$ cat src/rtl/load_store_unit.sv
// Core-side load/store front end for a unified 32-bit data memory: lane steering, byte enables, load extension.
// Optional feature macro LSU_MISALIGNED_SPLIT_EN: word-crossing accesses become two aligned memory accesses.
module load_store_unit #(
  parameter int unsigned MEM_BYTES = 4096
) (
  input  logic        clk,
  input  logic        reset,
  input  logic        req_valid,
  output logic        req_ready,
  input  logic        req_we,
  input  logic [31:0] req_addr,
  input  logic [31:0] req_wdata,
  input  logic [1:0]  req_size,
  input  logic        req_unsigned,
  output logic        rsp_valid,
  input  logic        rsp_ready,
  output logic [31:0] rsp_rdata,
  output logic        rsp_err,
  output logic [31:0] mem_address,
  output logic [31:0] mem_wdata,
  input  logic [31:0] mem_rdata,
  output logic        mem_we,
  output logic [3:0]  mem_byte_enable
);

`ifdef LSU_MISALIGNED_SPLIT_EN
  localparam bit SPLIT_EN = 1'b1;
`else
  localparam bit SPLIT_EN = 1'b0;
`endif

  typedef enum logic [1:0] {IDLE = 2'd0, ACC0 = 2'd1, ACC1 = 2'd2, RESP = 2'd3} state_t;

  state_t      state_reg, state_next;
  logic [31:0] addr_reg, wdata_reg, rd0_reg, rd1_reg;
  logic [1:0]  size_reg;
  logic [3:0]  mask_reg;
  logic        we_reg, unsigned_reg, err_reg;

  // Request decode, evaluated only at the accept edge
  logic [3:0]  req_mask;
  logic [1:0]  req_last_off;
  logic [32:0] req_last;
  logic        req_misaligned, req_err;

  always_comb begin
    req_mask     = 4'b1111;
    req_last_off = 2'd3;
    case (req_size)
      2'b00:   begin req_mask = 4'b0001; req_last_off = 2'd0; end
      2'b01:   begin req_mask = 4'b0011; req_last_off = 2'd1; end
      default: begin req_mask = 4'b1111; req_last_off = 2'd3; end
    endcase
    req_last       = {1'b0, req_addr} + {31'd0, req_last_off};
    req_misaligned = (req_size == 2'b01 && req_addr[0]) ||
                     (req_size == 2'b10 && req_addr[1:0] != 2'b00);
    req_err        = (req_size == 2'b11) || (req_last >= 33'(MEM_BYTES)) ||
                     (!SPLIT_EN && req_misaligned);
  end

  // Lane geometry of the stored request; lanes[7:4] are the bytes spilling into word0+4
  logic [1:0]  off;
  logic [7:0]  lanes;
  logic        crossing;
  logic [4:0]  sh_lo;
  logic [5:0]  sh_hi;
  logic [31:0] word0;

  assign off      = addr_reg[1:0];
  assign lanes    = {4'b0000, mask_reg} << off;
  assign crossing = SPLIT_EN && (lanes[7:4] != 4'b0000);
  assign sh_lo    = {off, 3'b000};
  assign sh_hi    = 6'd32 - {1'b0, off, 3'b000};
  assign word0    = {addr_reg[31:2], 2'b00};

  logic [63:0] rd_pair;
  logic [31:0] rd_aligned, load_data;

  assign rd_pair    = {rd1_reg, rd0_reg};
  assign rd_aligned = rd_pair[sh_lo +: 32];

  always_comb begin
    load_data = rd_aligned;
    case (size_reg)
      2'b00:   load_data = {{24{!unsigned_reg && rd_aligned[7]}}, rd_aligned[7:0]};
      2'b01:   load_data = {{16{!unsigned_reg && rd_aligned[15]}}, rd_aligned[15:0]};
      default: load_data = rd_aligned;
    endcase
  end

  always_comb begin
    state_next      = state_reg;
    req_ready       = 1'b0;
    rsp_valid       = 1'b0;
    rsp_rdata       = 32'd0;
    rsp_err         = 1'b0;
    mem_address     = 32'd0;
    mem_wdata       = 32'd0;
    mem_we          = 1'b0;
    mem_byte_enable = 4'b0000;
    case (state_reg)
      IDLE: begin
        req_ready = !reset;
        if (req_valid && !reset) state_next = req_err ? RESP : ACC0;
      end
      ACC0: begin
        mem_address     = word0;
        mem_wdata       = wdata_reg << sh_lo;
        mem_we          = we_reg;
        mem_byte_enable = lanes[3:0];
        state_next      = crossing ? ACC1 : RESP;
      end
      ACC1: begin
        mem_address     = word0 + 32'd4;
        mem_wdata       = wdata_reg >> sh_hi;
        mem_we          = we_reg;
        mem_byte_enable = lanes[7:4];
        state_next      = RESP;
      end
      RESP: begin
        rsp_valid = 1'b1;
        rsp_err   = err_reg;
        rsp_rdata = (err_reg || we_reg) ? 32'd0 : load_data;
        if (rsp_ready) state_next = IDLE;
      end
      default: state_next = IDLE;
    endcase
  end

  always_ff @(posedge clk or posedge reset) begin
    if (reset) begin
      state_reg    <= IDLE;
      addr_reg     <= 32'd0;
      wdata_reg    <= 32'd0;
      rd0_reg      <= 32'd0;
      rd1_reg      <= 32'd0;
      size_reg     <= 2'b00;
      mask_reg     <= 4'b0000;
      we_reg       <= 1'b0;
      unsigned_reg <= 1'b0;
      err_reg      <= 1'b0;
    end else begin
      state_reg <= state_next;
      case (state_reg)
        IDLE: if (req_valid) begin
          addr_reg     <= req_addr;
          wdata_reg    <= req_wdata;
          size_reg     <= req_size;
          mask_reg     <= req_mask;
          we_reg       <= req_we;
          unsigned_reg <= req_unsigned;
          err_reg      <= req_err;
          rd0_reg      <= 32'd0;
          rd1_reg      <= 32'd0;
        end
        ACC0:    rd0_reg <= mem_rdata;
        ACC1:    rd1_reg <= mem_rdata;
        default: ;
      endcase
    end
  end

endmodule

$ cat config.mk
export PLATFORM = sky130hd
export DESIGN_NAME = load_store_unit
export DESIGN_NICKNAME = d
export VERILOG_FILES = /design/src/rtl/load_store_unit.sv
export SDC_FILE = /design/constraint.sdc
export NUM_CORES = 1
export LEC_CHECK = 0
export ABC_AREA = 1
export BUFFER_PORTS_ARGS = -buffer_cell sky130_fd_sc_hd__buf_2
export CORE_MARGIN = 1
export CORE_UTILIZATION = 56
export DETAILED_ROUTE_END_ITERATION = 10
export PLACE_DENSITY = 0.82
export SLEW_MARGIN = 20
export SYNTH_ARGS = -nofsm -noshare
export SYNTH_HDL_FRONTEND = slang
export SYNTH_SLANG_ARGS = --single-unit
$ cat constraint.sdc
create_clock -name clk -period 4.1 [get_ports clk]
set_input_delay 0.205 -clock clk [delete_from_list [all_inputs] [get_ports clk]]
set_output_delay 0.205 -clock clk [all_outputs]
set_load 0.01 [all_outputs]
Word level (Yosys, flattened, before mapping)
Cells that the tools add are included.
Widths: inputs -> output; s select.
{"block": "totals", "regBits": 139, "inputBits": 104, "out_inout_bits": 104, "wordCells": 69}
{"block": "classes", "n_addsub": 3, "n_lt_le_gt_ge": 1, "eq_ne": 10, "n_shift": 4, "mux": 19, "n_reduce_logical": 22}
{"op": "$pmux 32 s2", "n": 5}
{"op": "$mux 32", "n": 3}
{"op": "$shiftx 64x6->32", "n": 1}
{"op": "$add 32x2->33", "n": 1}
{"op": "$ge 33x13->1 const B", "n": 1}
{"op": "$add 32x3->32 const B", "n": 1}
{"op": "$shl 32x5->32", "n": 1}
{"op": "$shr 32x6->32", "n": 1}
{"op": "$pmux 4 s2", "n": 2}
{"op": "$eq 2x2->1 const B", "n": 4}
{"op": "$reduce_and 2->1", "n": 4}
{"op": "$shl 4x2->8", "n": 1}
{"op": "$eq 2x1->1 const B", "n": 3}
{"op": "$logic_not 2->1", "n": 3}
{"op": "$mux 2", "n": 3}
{"op": "$ne 2x2->1 const B", "n": 3}
{"op": "$pmux 2 s3", "n": 1}
{"op": "$reduce_bool 2->1", "n": 3}
{"op": "$sub 6x5->6 const A", "n": 1}
{"op": "$logic_and 1x1->1", "n": 5}
{"op": "$logic_or 1x1->1", "n": 4}
{"op": "$mux 1", "n": 4}
{"op": "$pmux 2 s2", "n": 1}
{"op": "$logic_not 1->1", "n": 2}
{"op": "$reduce_or 2->1", "n": 1}

Longest topological paths before layout
Gate-level depths: netlist (run 1).
{"block": "depth", "depth_word": 9, "depth_mapped": 19, "mapped_depth_nobuf": 19}

Least setup slack after synthesis (run 1)
OpenSTA, ideal clock, no wires.
{"block": "synth_path", "path_kind": "input port to flip-flop", "startpoint": "input port reset", "endpoint": "register state_reg[0]", "setup_time_ns": 0.135, "arrival_time_ns": 3.392, "t_required_ns": 3.965, "path_slack_ns": 0.573, "stages": 6, "n_path_buf": 0, "path_cell_list": "inv_1 -> nand2_1 -> nand2_1 -> o21ai_0 -> nand2_1 -> o21ai_0"}
{"block": "synth_via", "elab_chain_cells": 4}
{"item": "from (decl)", "line_no": "7", "text": "input logic reset,"}
{"item": "$logic_not 1->1 (no line)"}
{"item": "$logic_and 1x1->1", "line_no": "104", "text": "if (req_valid && !reset) state_next = req_err ? RESP : ACC0;"}
{"item": "$ne 2x2->1 (no line)"}
{"item": "$reduce_and 2->1 (no line)"}
{"item": "to (signal assigned)", "line_no": "143", "text": "state_reg <= state_next;"}
{"item": "to (decl)", "line_no": "34", "text": "state_t state_reg, state_next;"}
Every way passes these cells.
A chain may end at the register's enable or synchronous reset.

Worst setup path after layout (run 1)
{"block": "layout_path", "startpoint": "register state_reg[0]", "endpoint": "output port mem_wdata[27]"}
{"block": "layout_via", "elab_chain_cells": 2, "word_cells_on_any_way": 3, "classes_between": "eq/ne: 2; mux: 1"}
{"item": "$eq 2x2->1 / $eq 2x1->1 (equally long branches)", "line_no": "101", "text": "case (state_reg)"}
{"item": "$pmux 32 s2 (*)", "line_no": "101"}
{"item": "to (decl)", "line_no": "20", "text": "output logic [31:0] mem_wdata,"}
Mark *: on every way between the ends. The rest lies on a longest branch, timed or not.

==> results_dict.tcl, run 1 <==
set metrics [dict create \
    slew_headroom 0.485 \
    synth_top_area_share 0.340 \
    slowest_stage "dfrtp_1" \
    yosysTopAreaCell "dfrtp_1" \
    core_area_um2 16600 \
    routed_via_density 5.73 \
    post-route-period-util 0.810 \
    path_cells "inv_1, ha_1, inv_1, nor2_2, inv_1, nor2_1, buf_4, inv_1, nand2_1, inv_2, nor3_1, o21ai_0, inv_1, buf_2" \
    final_nets 1792 \
    multi_input_area_um2 5190 \
    period_minus_slack_ns 3.32 \
    place_congestion 0.970 \
    yosys-top-cells-area "dfrtp_1 (34%), nand2_1 (15%), o21ai_0 (12%)" \
    hold_viol 1 \
    p_leak_nw 5.88 \
    path_class "reg2out" \
    post_drt_wl_per_cell_um 16.2 \
    total_power_mw 8.01 \
    cp-end-kind "output pin" \
    overflow 0 \
    first_pass_iters 6 \
    cts_buffers 17 \
    dp.cells 1854 \
    crit_top_cell "inv_1" \
    timing.hold.ws_ns -0.0137 \
    stdcell_count 1911 \
    ant_nets 0 \
    drive_gt1_frac 0.174 \
    fin_setup_tns_ns 0 \
    netlist_area_um2 9570 \
    arrival_ns 3.12 \
    yosys_warnings 0 \
    max-cap-violations 0 \
    status "finished with violations" \
    synthCells 1492 \
    async_reset_ff_frac 1.00 \
    grt_pass1_wl_um 49700 \
    finalSetupViolCount 0 \
    fmax_ghz 0.301 \
    io_buffer_count 205 \
    synth_seq_cells 130 \
    fillers 1443 \
    final_max_slew_viol_count 0 \
    insertion_delay_ns 0.43 \
    skew_ns 0.00665 \
    seqCellArea_um2 3260 \
    vdd_ir_drop_max_mv 0.452 \
    io_pins 208 \
    hp-class "in2reg" \
    initial_core_util 0.575 \
    cpPeakStageDelay_ns 0.42 \
    rsz0062_at_grt "no" \
    startpoint_type "register" \
    avgSynthCellArea_um2 6.41 \
    critPathTopFamily "buffers and inverters" \
    cts_hold_buf 24 \
    p_per_area_nw_per_um2 694 \
    postCtsSetupRepairBufs 0 \
    failed_checks "negative hold slack" \
    crit_required_ns 3.89 \
    yosysSeqAreaShare 0.340 \
    grt_max_degree 90 \
    yosysUniqueCellTypes 44 \
    drc 0 \
    fp-row-count 47 \
    cts-resized-gates 0 \
    synth_ff_type "dfrtp_1" \
    yosysMostFrequentCell "nand2_1" \
    die_w_um 133 \
    wl_um 30900 \
    synth_common_cells "nand2_1 (384), o21ai_0 (234), inv_1 (208)" \
    detailed_place_hpwl_um 22100 \
    grt_pass1_vias 9991 \
    clockBufferDepth 2 \
    clock-sinks 130 \
    cts_max_level 4 \
    clk_pin_slew_worst_paths_ns 0.06 \
    cp.buffers_inverters 8 \
    worst_pin_slew_ns 0.772 \
    vias 10900 \
    antenna_found_initial 2 \
    grt.total_usage 0.356 \
    ctsRootBufferMaster "clkbuf_16" \
    die_height_um 133 \
    synth-edff-count 0 \
    cts_tree "done" \
    area_growth_syn_to_layout_pct 20.6 \
    floorplan.die_area_um2 17600 \
    drt_iter0_markers 1371 \
    crit_fanout 14 \
]
## routing by layer
metal | global-route usage | wire, µm
met1 | 0.467 | 12700
met2 | 0.577 | 14400
met5 | 0 | 0
met3 | 0.0674 | 2890
met4 | 0.149 | 927
## cell usage in the layout, fill, tap and decap left out, drive strengths merged, types with 7 or more instances in the layout
cell,n
clkinv,8
a21oi,64
dlygate4sd3,24
nand2,391
o221ai,10
nand4,17
nor3,23
a211oi,22
a221oi,10
nand3,103
inv,217
dfrtp,130
buf,221
clkbuf,17
o21ai,239
nor2,134
xor2,7
ha,10
## metrics by stage
step / hold slack, ns / util / instance area (µm²) / worst slack, ns
6_report: -0.0137 / 0.693 / 11500 / 0.779
5_1_grt: 0.00717 / 0.693 / 11500 / 0.526
4_1_cts: 0.000242 / 0.693 / 11500 / 0.838
3_5_place_dp: 0.396 / 0.643 / 10700 / 1.24
3_3_place_gp: 0.402 / 0.643 / 10700 / 1.28
2_1_floorplan: 0.315 / - / 9570 / 0.407
## path summary, 6_finish.rpt
check / startpoint / to / cells after the start / slack, ns
min reg2reg: mask_reg[0] / mask_reg[0] / 2 / 0.48
max: state_reg[0] / mem_wdata[27] / 14 / 0.78
max reg2reg: state_reg[0] / wdata_reg[15] / 6 / 1.39
min in group asynchronous: reset / addr_reg[12] / 3 / 0.45
max in group asynchronous: reset / addr_reg[29] / 4 / 2.42
min: req_wdata[16] / wdata_reg[16] / 3 / -0.01
## cell families after synthesis
| group | count (synthesis) | share of synthesized area |
|---|---|---|
| compound gates | 370 | 0.216 |
| fa+ha+maj | 11 | 0.0152 |
| buf+inv | 298 | 0.119 |
| other cells | 1 | 0.000392 |
| flops | 130 | 0.340 |
| simple gates | 675 | 0.303 |
| xor+xnor | 7 | 0.00641 |
## power breakdown
| group | total [mW] | switching (mW) | internal (mW) |
|---|---|---|---|
| Sequential | 2.22 | 0.433 | 1.79 |
| Combinational | 4.23 | 2.97 | 1.26 |
| Clock | 1.56 | 0.604 | 0.960 |
| Total | 8.01 | 4.00 | 4.01 |
## worst register-to-register path: stages, from the launching register on
cell     delay (ns)
dfrtp_1        0.42
inv_1          0.13
ha_1           0.34
nand2_2        0.40
inv_2          0.64
buf_4          0.48
o21ai_0        0.16
## area by class of cell
cell class,instances,share of cell area
inverters,218,0.0711
multi-input cells,1065,0.450
diodes,2,0.000434
clock inverters,14,0.0154
well taps,220,0.0239
repair buffers,245,0.120
clock buffers,17,0.0369
flip-flops and latches,130,0.282
Power figures use the tool's default switching activity.
==> run 2: changes to the inputs <==
ABC_AREA = 0   (was 1)
CORE_UTILIZATION = 50   (was 56)
PLACE_DENSITY = 0.78   (was 0.82)
clock period = 2.75 ns   (was 4.1 ns; I/O delays follow)
==> results_dict.tcl, run 2 <==
set metrics [dict create \
    synth_compound_area_frac 0.162 \
    avgSynthCellArea_um2 8.85 \
    p_leak_nw 5.18 \
    arrival_ns 2.54 \
    yosysSeqAreaShare 0.371 \
    fp-row-count 48 \
    synth_top_area_share 0.371 \
    core_area_um2 17200 \
    die_height_um 134 \
    final_util 0.670 \
    insertion_delay_ns 0.42 \
    die_w_um 134 \
    yosysTopAreaCell "dfrtp_1" \
    grt_util_met3 0.0605 \
    path_class "reg2out" \
    fmax_ghz 0.374 \
    netlist_area_um2 8770 \
    p_per_area_nw_per_um2 1050 \
    layout_commonest_cell "buf_2" \
    yosys-top-cells-area "dfrtp_1 (37%), mux2_2 (11%), nand2_1 (8.0%)" \
    slowest_stage "or4_4" \
    drc 0 \
    vdd_ir_drop_max_mv 0.839 \
    final_cell_mix "buf_2 (205), nand2_1 (185), dfrtp_1 (121)" \
    post-route-period-util 0.973 \
    synth_common_cells "nand2_1 (187), dfrtp_1 (130), o21ai_0 (106)" \
    hp-class "in2reg" \
    grt_pass1_wl_um 43400 \
    final_max_slew_viol_count 0 \
    grt_busiest_layer "met2" \
    clk_pin_slew_worst_paths_ns 0.06 \
    drive_gt1_frac 0.345 \
    grt.total_usage 0.306 \
    rsz0062_at_grt "yes" \
    path_cells "nand3_2, or4_4, buf_4, or2_2, o41ai_1, buf_2" \
    pre_cts_ws_ns -0.0615 \
    grt_max_degree 88 \
    vias 8883 \
    io_buffer_count 205 \
    floorplan.die_area_um2 18100 \
    cts_buffers 17 \
    cp.buffers_inverters 2 \
    yosysMostFrequentCell "nand2_1" \
    yosysUniqueCellTypes 63 \
    cts_max_level 4 \
    synth_seq_cells 130 \
    cpPeakStageDelay_ns 0.59 \
    synth_top_family_by_area "multiplexers" \
    synth_ff_type "dfrtp_1" \
    async_reset_ff_frac 1.00 \
    period_minus_slack_ns 2.68 \
    skew_ns 0.0103 \
    io_pins 208 \
    critPathTopFamily "simple AND/OR/NAND/NOR gates" \
    wl_um 27300 \
    finalSetupViolCount 0 \
    initial_core_util 0.509 \
    use_met1 0.415 \
    antenna_found_initial 3 \
    r2r_setup_slack_ns 0.48 \
    synth-edff-count 0 \
    synthCells 991 \
    startpoint_type "register" \
    crit_fanout 5 \
    detailed_place_hpwl_um 18200 \
    slew_headroom 0.527 \
    cts_tree "done" \
    crit_required_ns 2.61 \
    synthMuxAreaShare 0.200 \
    final_nets 1371 \
    status "finished clean" \
    place_congestion 0.948 \
    timing.hold.ws_ns 0.0136 \
    max-cap-violations 0 \
    area_growth_syn_to_layout_pct 31.8 \
    total_power_mw 12.1 \
    ctsRootBufferMaster "clkbuf_16" \
    clockBufferDepth 2 \
    clock-sinks 130 \
    cp-end-kind "output pin" \
    routed_via_density 5.95 \
    post_drt_wl_per_cell_um 18.3 \
    synth-simple-area-share 0.194 \
    grt_pass1_vias 8575 \
    synth_xor_area_frac 0.00799 \
    synth_adder_area_share 0.0166 \
    fin_ws_ns 0.0730 \
    hold_viol 0 \
    first_pass_iters 8 \
    drt_iter0_markers 856 \
    ant_nets 0 \
    yosys_warnings 0 \
    overflow 0 \
    grt_use_met2 0.474 \
    worst_pin_slew_ns 0.710 \
]
## run 2: cell types whose count changed after synthesis, moves of 15 or more
| cell | change |
|---|---|
| nand2_1 | -197 |
| inv_1 | -177 |
| o21ai_0 | -128 |
| mux2_2 | +84 |
| nand3_1 | -80 |
| nor2_1 | -43 |
| mux4_2 | +30 |
| and3_1 | +19 |
| a211oi_1 | -17 |
| nor3_1 | -15 |
## run 2: final timing paths
kind	startpoint	end	cells past startpoint
setup reg to reg	state_reg[1]	rd0_reg[9]	6
setup / recovery	addr_reg[15]	mem_address[20]	6
hold / removal	req_addr[29]	addr_reg[29]	2
max in group asynchronous	reset	state_reg[0]	4
min in group asynchronous	reset	rd0_reg[26]	3
hold reg to reg	rd1_reg[17]	rd1_reg[17]	2
## run 2: cells by family (layout without fill, tap and decap cells)
logic type	Yosys count	after routing
other	1	4
buffers and inverters	108	383
adder cells (fa/ha/maj)	11	11
AO/OA/AOI/OAI	234	234
multiplexers	127	127
flip-flops	130	130
XOR/XNOR	8	8
AND/OR/NAND/NOR	372	372
## run 2: metal layers
layer  up-vias  part of all wire
li1       4097                 -
met1      4252              0.42
met2       459              0.47
met3        73             0.078
met4         2             0.029
met5         -           0.00040
## run 2: worst reg2reg max path, cell delays in order (launching register included)
cell,delay (ns)
dfrtp_1,0.44
inv_1,0.11
ha_1,0.32
nand2_4,0.33
o21a_2,0.19
buf_4,0.48
o21ai_0,0.24
## run 2: final cells by class
cell class              instances  area, µm²
fillers                      1366       5680
multi-input cells             754       5210
flip-flops and latches        130       3260
repair buffers                320       2110
clock buffers                  26        529
well taps                     225        282
inverters                      33        128
clock inverters                 4       22.5
diodes                          2       5.00
## run 2: what timing repair did
item / CTS / global route
hold buffers: 70 / 0
pin swaps: 0 / 8
setup endpoints to repair: 39 / 32
buffers inserted: 2 / 11
gates resized for setup: 11 / 21
hold endpoints to repair: 93 / 0
## run 2: power by group
group,internal (mW),switching [mW],leakage [nW]
Sequential,2.67,0.876,1.62
Clock,1.31,0.812,0.274
Combinational,2.82,3.64,3.29
Total,6.80,5.33,5.18
## run 2: stage by stage
stage | setup TNS (ns) | cells | cell area [µm²]
floorplan | 0 | 992 | 8790
global placement | 0 | 1379 | 10100
detailed placement | -0.0615 | 1379 | 10100
CTS | -0.0292 | 1481 | 11400
global route | -0.0957 | 1494 | 11600
finish | 0 | 1494 | 11600
